[src/rtl/mips_pkg.sv]
// Shared MIPS fetch/decode definitions: FSM encoding, width defaults,
// the NOP word and the opcode constants used by the decoder and the bench.
package mips_pkg;

  localparam int ADDR_WIDTH_DEF  = 32;
  localparam int INSTR_WIDTH_DEF = 32;

  localparam logic [31:0] NOP = 32'h0000_0000;

  localparam logic [5:0] OP_R_TYPE = 6'b000000;
  localparam logic [5:0] OP_JUMP   = 6'b000010;
  localparam logic [5:0] OP_BEQ    = 6'b000100;

  typedef enum logic [1:0] {
    IDLE  = 2'd0,
    FETCH = 2'd1,
    EXEC  = 2'd2
  } fetch_state_e;

  // Decoder redirect request, only meaningful while an instruction retires.
  typedef struct packed {
    logic jumb;
    logic pc_src;
  } pc_ctrl_t;

  function automatic logic [5:0] opcode_of(input logic [31:0] instr);
    return instr[31:26];
  endfunction

endpackage

[src/rtl/next_pc_logic.sv]
// Next-PC datapath: PC+4 adder, branch-target adder, jump concatenation and
// the jump-over-branch priority mux. Purely combinational.
module next_pc_logic
  import mips_pkg::*;
#(
  parameter int ADDR_WIDTH = ADDR_WIDTH_DEF
) (
  input  logic [ADDR_WIDTH-1:0] pc,
  input  logic [25:0]           instr_idx,
  input  pc_ctrl_t              ctrl,
  output logic [ADDR_WIDTH-1:0] pc_plus4,
  output logic [ADDR_WIDTH-1:0] next_pc
);

  logic [ADDR_WIDTH-1:0] br_off;
  logic [ADDR_WIDTH-1:0] br_target;
  logic [ADDR_WIDTH-1:0] jmp_target;

  assign pc_plus4   = pc + ADDR_WIDTH'(4);
  assign br_off     = {{(ADDR_WIDTH-18){instr_idx[15]}}, instr_idx[15:0], 2'b00};
  assign br_target  = pc_plus4 + br_off;
  // Jump keeps the region bits of the delay-slot address.
  assign jmp_target = {pc_plus4[ADDR_WIDTH-1:28], instr_idx, 2'b00};

  always_comb begin
    next_pc = pc_plus4;
    if (ctrl.jumb)        next_pc = jmp_target;
    else if (ctrl.pc_src) next_pc = br_target;
  end

endmodule

[src/rtl/pc_fetch_unit.sv]
// Instruction-fetch stage: PC register, IDLE/FETCH/EXEC sequencer and the
// registered instruction to the decoder. FETCH_RETIRE_CNT_EN adds a retire counter.
module pc_fetch_unit
  import mips_pkg::*;
#(
  parameter int                    ADDR_WIDTH   = ADDR_WIDTH_DEF,
  parameter int                    INSTR_WIDTH  = INSTR_WIDTH_DEF,
  parameter logic [ADDR_WIDTH-1:0] RESET_VECTOR = '0
) (
  input  logic                   CLK,
  input  logic                   RST,
  output logic                   Imem_Req,
  output logic [ADDR_WIDTH-1:0]  Imem_Addr,
  input  logic                   Imem_Ack,
  input  logic [INSTR_WIDTH-1:0] Instr_Rdata,
  input  logic                   Stall,
  input  logic                   PC_src,
  input  logic                   jumb,
  output logic [INSTR_WIDTH-1:0] Instr,
  output logic                   Instr_Valid,
  output logic [ADDR_WIDTH-1:0]  PC,
  output logic [ADDR_WIDTH-1:0]  PC_Plus4,
  output logic [31:0]            Retire_Cnt
);

  localparam logic [ADDR_WIDTH-1:0] RST_PC = {RESET_VECTOR[ADDR_WIDTH-1:2], 2'b00};

  fetch_state_e          state, state_nxt;
  logic [ADDR_WIDTH-1:0] next_pc;
  logic                  ack_take;
  logic                  retire;
  pc_ctrl_t              ctrl;

  assign ack_take = (state == FETCH) && Imem_Ack;
  assign retire   = (state == EXEC) && !Stall;
  assign ctrl     = '{jumb: jumb, pc_src: PC_src};

  always_ff @(posedge CLK or posedge RST) begin
    if (RST) state <= IDLE;
    else     state <= state_nxt;
  end

  always_comb begin
    state_nxt = state;
    case (state)
      IDLE:    state_nxt = FETCH;
      FETCH:   if (Imem_Ack) state_nxt = EXEC;
      EXEC:    if (!Stall)   state_nxt = FETCH;
      default: state_nxt = IDLE;
    endcase
  end

  // Request is a pure state decode so the ack never loops back into it.
  always_comb begin
    Imem_Req    = 1'b0;
    Instr_Valid = 1'b0;
    case (state)
      FETCH:   Imem_Req    = 1'b1;
      EXEC:    Instr_Valid = 1'b1;
      default: ;
    endcase
  end

  always_ff @(posedge CLK or posedge RST) begin
    if (RST)         PC <= RST_PC;
    else if (retire) PC <= next_pc;
  end

  always_ff @(posedge CLK or posedge RST) begin
    if (RST)           Instr <= INSTR_WIDTH'(NOP);
    else if (ack_take) Instr <= Instr_Rdata;
  end

  assign Imem_Addr = PC;

  next_pc_logic #(
    .ADDR_WIDTH (ADDR_WIDTH)
  ) u_next_pc (
    .pc        (PC),
    .instr_idx (Instr[25:0]),
    .ctrl      (ctrl),
    .pc_plus4  (PC_Plus4),
    .next_pc   (next_pc)
  );

`ifdef FETCH_RETIRE_CNT_EN
  always_ff @(posedge CLK or posedge RST) begin
    if (RST)         Retire_Cnt <= '0;
    else if (retire) Retire_Cnt <= Retire_Cnt + 32'd1;
  end
`else
  assign Retire_Cnt = 32'h0;
`endif

endmodule

[config.mk]
export PLATFORM = sky130hd
export DESIGN_NAME = pc_fetch_unit
export DESIGN_NICKNAME = d
export VERILOG_FILES = /design/src/rtl/mips_pkg.sv /design/src/rtl/next_pc_logic.sv /design/src/rtl/pc_fetch_unit.sv
export SDC_FILE = /design/constraint.sdc
export NUM_CORES = 1
export LEC_CHECK = 0
export ABC_CLOCK_PERIOD_IN_PS = 7000
export BUFFER_PORTS_ARGS = -buffer_cell sky130_fd_sc_hd__buf_2
export CAP_MARGIN = 10
export CORE_MARGIN = 2
export CORE_UTILIZATION = 27
export CTS_CLUSTER_SIZE = 25
export DETAILED_ROUTE_END_ITERATION = 16
export HOLD_SLACK_MARGIN = 0.15
export PLACE_DENSITY = 0.51
export SLEW_MARGIN = 20
export SYNTH_ARGS = -nofsm -noshare
export SYNTH_HDL_FRONTEND = slang
export SYNTH_HIERARCHICAL = 1
export SYNTH_SLANG_ARGS = --single-unit
[constraint.sdc]
create_clock -name CLK -period 7 [get_ports CLK]
set_clock_uncertainty 0.2 [all_clocks]
set_input_delay 0.7 -clock CLK [delete_from_list [all_inputs] [get_ports CLK]]
set_output_delay 0.7 -clock CLK [all_outputs]
set_load 0.01 [all_outputs]
==> results.yml, run 1 <==
power:
  clkPwrFrac_pct: 10.7
  p_per_area_nw_per_um2: 584.1
  power.leakage_nw: 3.399
  peakVddDrop_uv: 226.2
  power.internal_w: 0.002044
  p_switching_w: 0.001880
  power_frac_seq_pct: 21.9
  pwr-share-comb_pct: 67.4
  netSwitchingFraction_pct: 47.91
clock_tree:
  clock-root-buffer: "clkbuf_16"
  cts_tree: "done"
  numClockSinks: 66
  numCtsBuffers: 9
  clockBufferDepth: 2
  holdBufCountCts: 0
  cts.clk_slew.worst_paths_ns: 0.06
  postCtsSetupBuffers: 0
  clk_latency_ns: 0.34
  cts_max_level: 3
  cts_resized: 0
synth:
  ys_ff_latch: 66
  syn-cell-area_um2: 5761
  synth_compound_area_share_pct: 14.49
  synthCells: 601
  synth-simple-area-share_pct: 11.03
  async_reset_ff_share_pct: 100.0
  yosysSeqAreaShare_pct: 28.67
  synth_area_leaders: "dfrtp_1, buf_4, ha_1, mux2_4, mux2_2"
  synth_ff_type: "dfrtp_1"
  synthMuxAreaShare_pct: 17.42
  synthAdderAreaFrac_pct: 8.167
  synth_top_area_cell: "dfrtp_1"
  synth_cell_type_count: 56
  synth_xor_area_share_pct: 7.906
  netlist.area_leader.share_pct: 28.67
  synth_edf_count: 0
  synth_top_family_by_area: "multiplexers"
  yosysWarnings: 6
  avgSynthCellArea_um2: 9.585
setup_path:
  worstSetupPathType: "flip-flop to flip-flop"
  cp.arrival_ns: 4.75
  cp_max_fo: 8
  slowest_stage: "dfrtp_1"
  cp_cell_sequence: "ha_1, nand4_1, or3_1, or2_2, xnor2_1, ha_1, and3_1, o221ai_1, o21ai_0, o211ai_1, a31oi_1, a31oi_1, a21oi_1, mux2i_1, xor2_1, mux2_2"
  slowest_delay_ns: 0.47
  worstSetupEndpointType: "flip-flop"
  cp.required_ns: 7.03
  start_kind: "flip-flop"
global_routing:
  grt_usage_pct: 14.31
  antenna_found_initial: 3
  grt_max_degree: 67
  grt_pass1_vias: 4380
  grt_overflow_total: 0
  grt_pass1_wl_mm: 24.74
cells_and_area:
  fin_nets: 800
  syn_to_final_growth_pct: 16.64
  drive_above_1_share_pct: 36.13
drt:
  drt_iter0_drc: 250
  viasPerCell: 4.552
  vias: 4575
  wl_mm: 15.96
  ant_nets: 0
  drcViolationCount: 0
  first_pass_iters: 5
  routedWlPerCell_um: 15.88
die:
  ios: 200
  dieArea_um2: 22520
  initial_core_util_pct: 27.49
  core_area_um2: 20960
  rows: 53
  die_y_um: 150.1
  die_w_um: 150.1
sta:
  rsz0062_at_grt: "no"
  min_period_over_period_pct: 67.53
  min_period_ns: 4.727
  hold_violations: 0
  drv_slew: 0
  worst_slack_ns: 2.273
  max_slew_margin_pct: 38.75
  tightest_slew_ns: 0.9188
  finalSetupViolations: 0
  setup_tns_ns: 0
  fmaxAchievable_mhz: 211.6
place:
  io_buffers: 167
  dp_hpwl_mm: 12.05
  routabilityCongestion: 0.8141
  dp_slack_ns: 2.286
worst_hold_path:
  hp-class: "flip-flop to flip-flop"
run_status:
  status: "finished clean"
job:
  cap_violations: 0
[critical path, delay by kind of cell (launching register included)]
kind / cells / cell delay [ns]
and+or+nand+nor: 4 / 1.21
AOI/OAI and AO/OA: 6 / 1.27
muxes: 2 / 0.51
xor gates and xnor gates: 2 / 0.27
adders and majority gates: 2 / 0.69
DFF: 1 / 0.47
[stage by stage]
step	cell area [um^2]	std cells	hold WS [ns]	util, %	power (W)
finish	6719	1005	0.3025	32.06	0.003925
global route	6714	1003	0.3180	32.04	0.004283
CTS	6714	1003	0.3079	32.04	0.003964
detailed placement	6454	989	0.2873	30.80	0.003514
global placement	6454	989	0.2876	30.80	0.003521
floorplan	5877	632	0.3514	-	0.002837
[placed cells by master (no fill, tap or decap), drive strengths merged, types with 5 or more instances in the layout]
master,n
xnor2,26
nand2b,5
nor3,8
a21o,19
conb,32
xor2,26
nand4,10
clkbuf,11
ha,36
a21oi,38
and3,8
mux2,67
mux2i,14
nor2,31
dfrtp,66
o21ai,30
buf,169
nand2,41
nand3,13
inv,21
nor2b,7
a211oi,7
[worst paths after layout]
kind / from / endpoint / slack [ns] / cells after the start
setup / recovery: Imem_Addr[2] / Imem_Addr[31] / 2.27 / 16
min in group asynchronous: RST / Instr[17] / 0.41 / 3
hold reg to reg: Instr[26] / Instr[26] / 0.30 / 1
hold / removal: Instr[26] / Instr[26] / 0.30 / 1
max in group asynchronous: RST / Instr[26] / 5.55 / 3
setup reg to reg: Imem_Addr[2] / Imem_Addr[31] / 2.27 / 16
[sequential cells by signal, summed over array words and instances, names as in the netlist]
signal	count
state	2
Instr	32
Imem_Addr	32
[routing by layer]
metal  track usage, %  wire length, um  share of wire [%]  vias up
met4            5.000              228                1.4        2
met3            2.561              791                5.0       14
met5                0               12              0.075        -
met1            18.95             7265                 46     2158
li1                 -                -                  -     2269
met2            23.40             7659                 48      132
[kinds of logic (layout without fill, tap and decap cells)]
logic type | after synthesis | count (layout)
fa+ha+maj | 37 | 37
buf+inv | 110 | 206
simple gates | 130 | 130
xor+xnor | 52 | 52
flops | 66 | 66
other cells | 1 | 34
compound gates | 124 | 124
mux | 81 | 81
[synthesized netlist by cell type, types with 3 or more instances]
cell,instances
mux2_1,3
dfrtp_1,66
mux2i_1,14
a21oi_1,35
nor2b_1,7
o21a_1,3
a31oi_1,4
xnor2_1,26
clkbuf_1,14
a21o_1,19
buf_4,66
ha_1,36
nor3_1,8
a21oi_2,3
a211oi_1,6
and3_1,8
mux2_2,35
nand2b_1,5
xor2_1,26
nor2_1,31
mux2_4,29
buf_6,6
nand3_1,13
nand4_1,10
o21bai_1,3
nand2_1,41
o21ai_0,28
inv_1,22
[area by class of cell]
class	count	area, um^2
well taps	275	344.1
flip-flops and latches	66	1652
fillers	2227	14240
diodes	2	5.005
multi-input cells	456	3520
inverters	23	87.58
repair buffers	169	850.8
clock inverters	3	17.52
clock buffers	11	242.7
[power groups by stage]
stage | sequential (W) | combinational (W) | clock [W]
detailed placement | 0.000870 | 0.00264 | 0
CTS | 0.000867 | 0.00266 | 0.000438
finish | 0.000860 | 0.00264 | 0.000421
global route | 0.000905 | 0.00293 | 0.000451
floorplan | 0.000871 | 0.00197 | 0
global placement | 0.000863 | 0.00266 | 0
Power figures use the tool's default switching activity.
==> run 2: changes to the inputs <==
--- a/config.mk
+++ b/config.mk
@@ -5,7 +5,7 @@
 export SDC_FILE = /design/constraint.sdc
 export NUM_CORES = 1
 export LEC_CHECK = 0
-export ABC_CLOCK_PERIOD_IN_PS = 7000
+export ABC_CLOCK_PERIOD_IN_PS = 4600
 export BUFFER_PORTS_ARGS = -buffer_cell sky130_fd_sc_hd__buf_2
 export CAP_MARGIN = 10
 export CORE_MARGIN = 2
==> constraint.sdc (replaced) <==
create_clock -name CLK -period 4.6 [get_ports CLK]
set_clock_uncertainty 0.2 [all_clocks]
set_input_delay 0.46 -clock CLK [delete_from_list [all_inputs] [get_ports CLK]]
set_output_delay 0.46 -clock CLK [all_outputs]
set_load 0.01 [all_outputs]
==> results.yml, run 2 (synthesis results as in run 1) <==
run_status:
  status: "finished clean"
die:
  initial_core_util_pct: 27.49
  ios: 200
  rows: 53
  die_w_um: 150.1
  dieArea_um2: 22520
  die_y_um: 150.1
  core_area_um2: 20960
clock_tree:
  cts_max_level: 3
  cts_tree: "done"
  numClockSinks: 66
  clock-root-buffer: "clkbuf_16"
  clk_latency_ns: 0.35
  cts.clk_slew.worst_paths_ns: 0.06
  clockBufferDepth: 2
  numCtsBuffers: 9
global_routing:
  grt_pass1_wl_mm: 25.33
  grt_overflow_total: 0
  grt_usage_pct: 14.79
  antenna_found_initial: 0
  grt_max_degree: 43
  grt_pass1_vias: 4568
cells_and_area:
  multiInputGateArea_um2: 3563
  antenna_cells: 0
  layout_common_cells: "buf_2, dfrtp_1, nand2_1"
  seqCellArea_um2: 1653
  drive_above_1_share_pct: 37.34
  fin_nets: 853
  syn_to_final_growth_pct: 26.54
  final_common_cell: "buf_2"
  final_cells: 1057
  fillCellCount: 2200
setup_path:
  cp_max_fo: 8
  cp.arrival_ns: 4.30
  worstSetupPathType: "flip-flop to flip-flop"
  worstSetupEndpointType: "flip-flop"
  start_kind: "flip-flop"
  cp.required_ns: 4.63
sta:
  finalSetupViolations: 0
  max_slew_margin_pct: 45.56
  min_period_over_period_pct: 92.85
  drv_slew: 0
  hold_violations: 0
  fmaxAchievable_mhz: 234.1
  tightest_slew_ns: 0.8166
  rsz0062_at_grt: "no"
  min_period_ns: 4.271
  setup_tns_ns: 0
drt:
  drt_iter0_drc: 300
  drcViolationCount: 0
  wl_met1_mm: 7.561
  highest_layer: "met4"
  dr_wl_met2_mm: 7.648
  dr_wl_met3_um: 796
  viasPerCell: 4.535
  ant_nets: 0
  first_pass_iters: 4
  wl_mm: 16.49
  routedWlPerCell_um: 15.60
  vias: 4793
power:
  p_per_area_nw_per_um2: 865.8
  power.leakage_nw: 3.671
  peakVddDrop_uv: 314.8
place:
  place_inst: 1007
  io_buffers: 167
  routabilityCongestion: 0.8445
  dp_hpwl_mm: 12.43
job:
  cap_violations: 0
worst_hold_path:
  hp-class: "input port to flip-flop"
==> run 2: critical path, stage by stage (launching register included) <==
cell and delay (ns):
dfrtp_1 0.47, nand3_1 0.14, nor2_1 0.12, buf_4 0.15, xor2_1 0.27, ha_1 0.35
and3_1 0.22, a221oi_2 0.33, o21ai_2 0.18, a2111oi_2 0.31, o21bai_1 0.14, a21oi_2 0.22
o21ai_2 0.14, a221oi_2 0.29, xor2_1 0.22, a21oi_1 0.09, mux2_1 0.32
==> run 2: worst paths after layout <==
| path | start | end | slack (ns) | cells after the start |
|---|---|---|---|---|
| setup reg to reg | Imem_Addr[4] | Imem_Addr[28] | 0.33 | 16 |
| hold / removal | Stall | state[0] | 0.18 | 2 |
| min in group asynchronous | RST | Instr[0] | 0.59 | 3 |
| setup / recovery | Imem_Addr[4] | Imem_Addr[28] | 0.33 | 16 |
| max in group asynchronous | RST | Instr[13] | 2.77 | 4 |
| hold reg to reg | Instr[26] | Instr[26] | 0.31 | 1 |
==> run 2: stage by stage <==
stage	hold slack, ns	utilization (%)	power (W)	area, um^2	setup WS [ns]
CTS	0.1617	34.50	0.006296	7229	0.04614
global placement	0.2857	31.44	0.005497	6589	0.1625
detailed placement	0.2875	31.44	0.005476	6589	0.06362
global route	0.1723	34.79	0.006875	7289	0.02843
floorplan	0.3514	-	0.004317	5877	0.2000
finish	0.1777	34.79	0.006311	7289	0.3290
==> run 2: what timing repair did <==
item,CTS,global route
endpoints found under the setup margin,0,6
gates resized for setup,0,11
endpoints found under the hold margin,73,0
hold buffers,33,0
buffers inserted,0,2
==> run 2: layer usage <==
metal | global-route usage, % | up-vias
li1 | - | 2385
met1 | 19.99 | 2245
met2 | 22.58 | 139
met3 | 2.744 | 24
met4 | 7.311 | 0
met5 | 0 | -
==> run 2: area by class of cell <==
| cell class | instances | area share [%] |
|---|---|---|
| multi-input combinational | 456 | 48.88 |
| tap | 275 | 4.720 |
| clock inverter | 4 | 1.064 |
| inverter | 23 | 1.202 |
| sequential | 66 | 22.67 |
| clock buffer | 11 | 3.193 |
| timing repair buffer | 222 | 18.26 |
==> run 2: power breakdown <==
part	leakage [nW]	switching, W	internal [W]
clock network	0.150	0.000273	0.000474
registers	0.788	0.000373	0.000868
logic	2.73	0.00230	0.00203
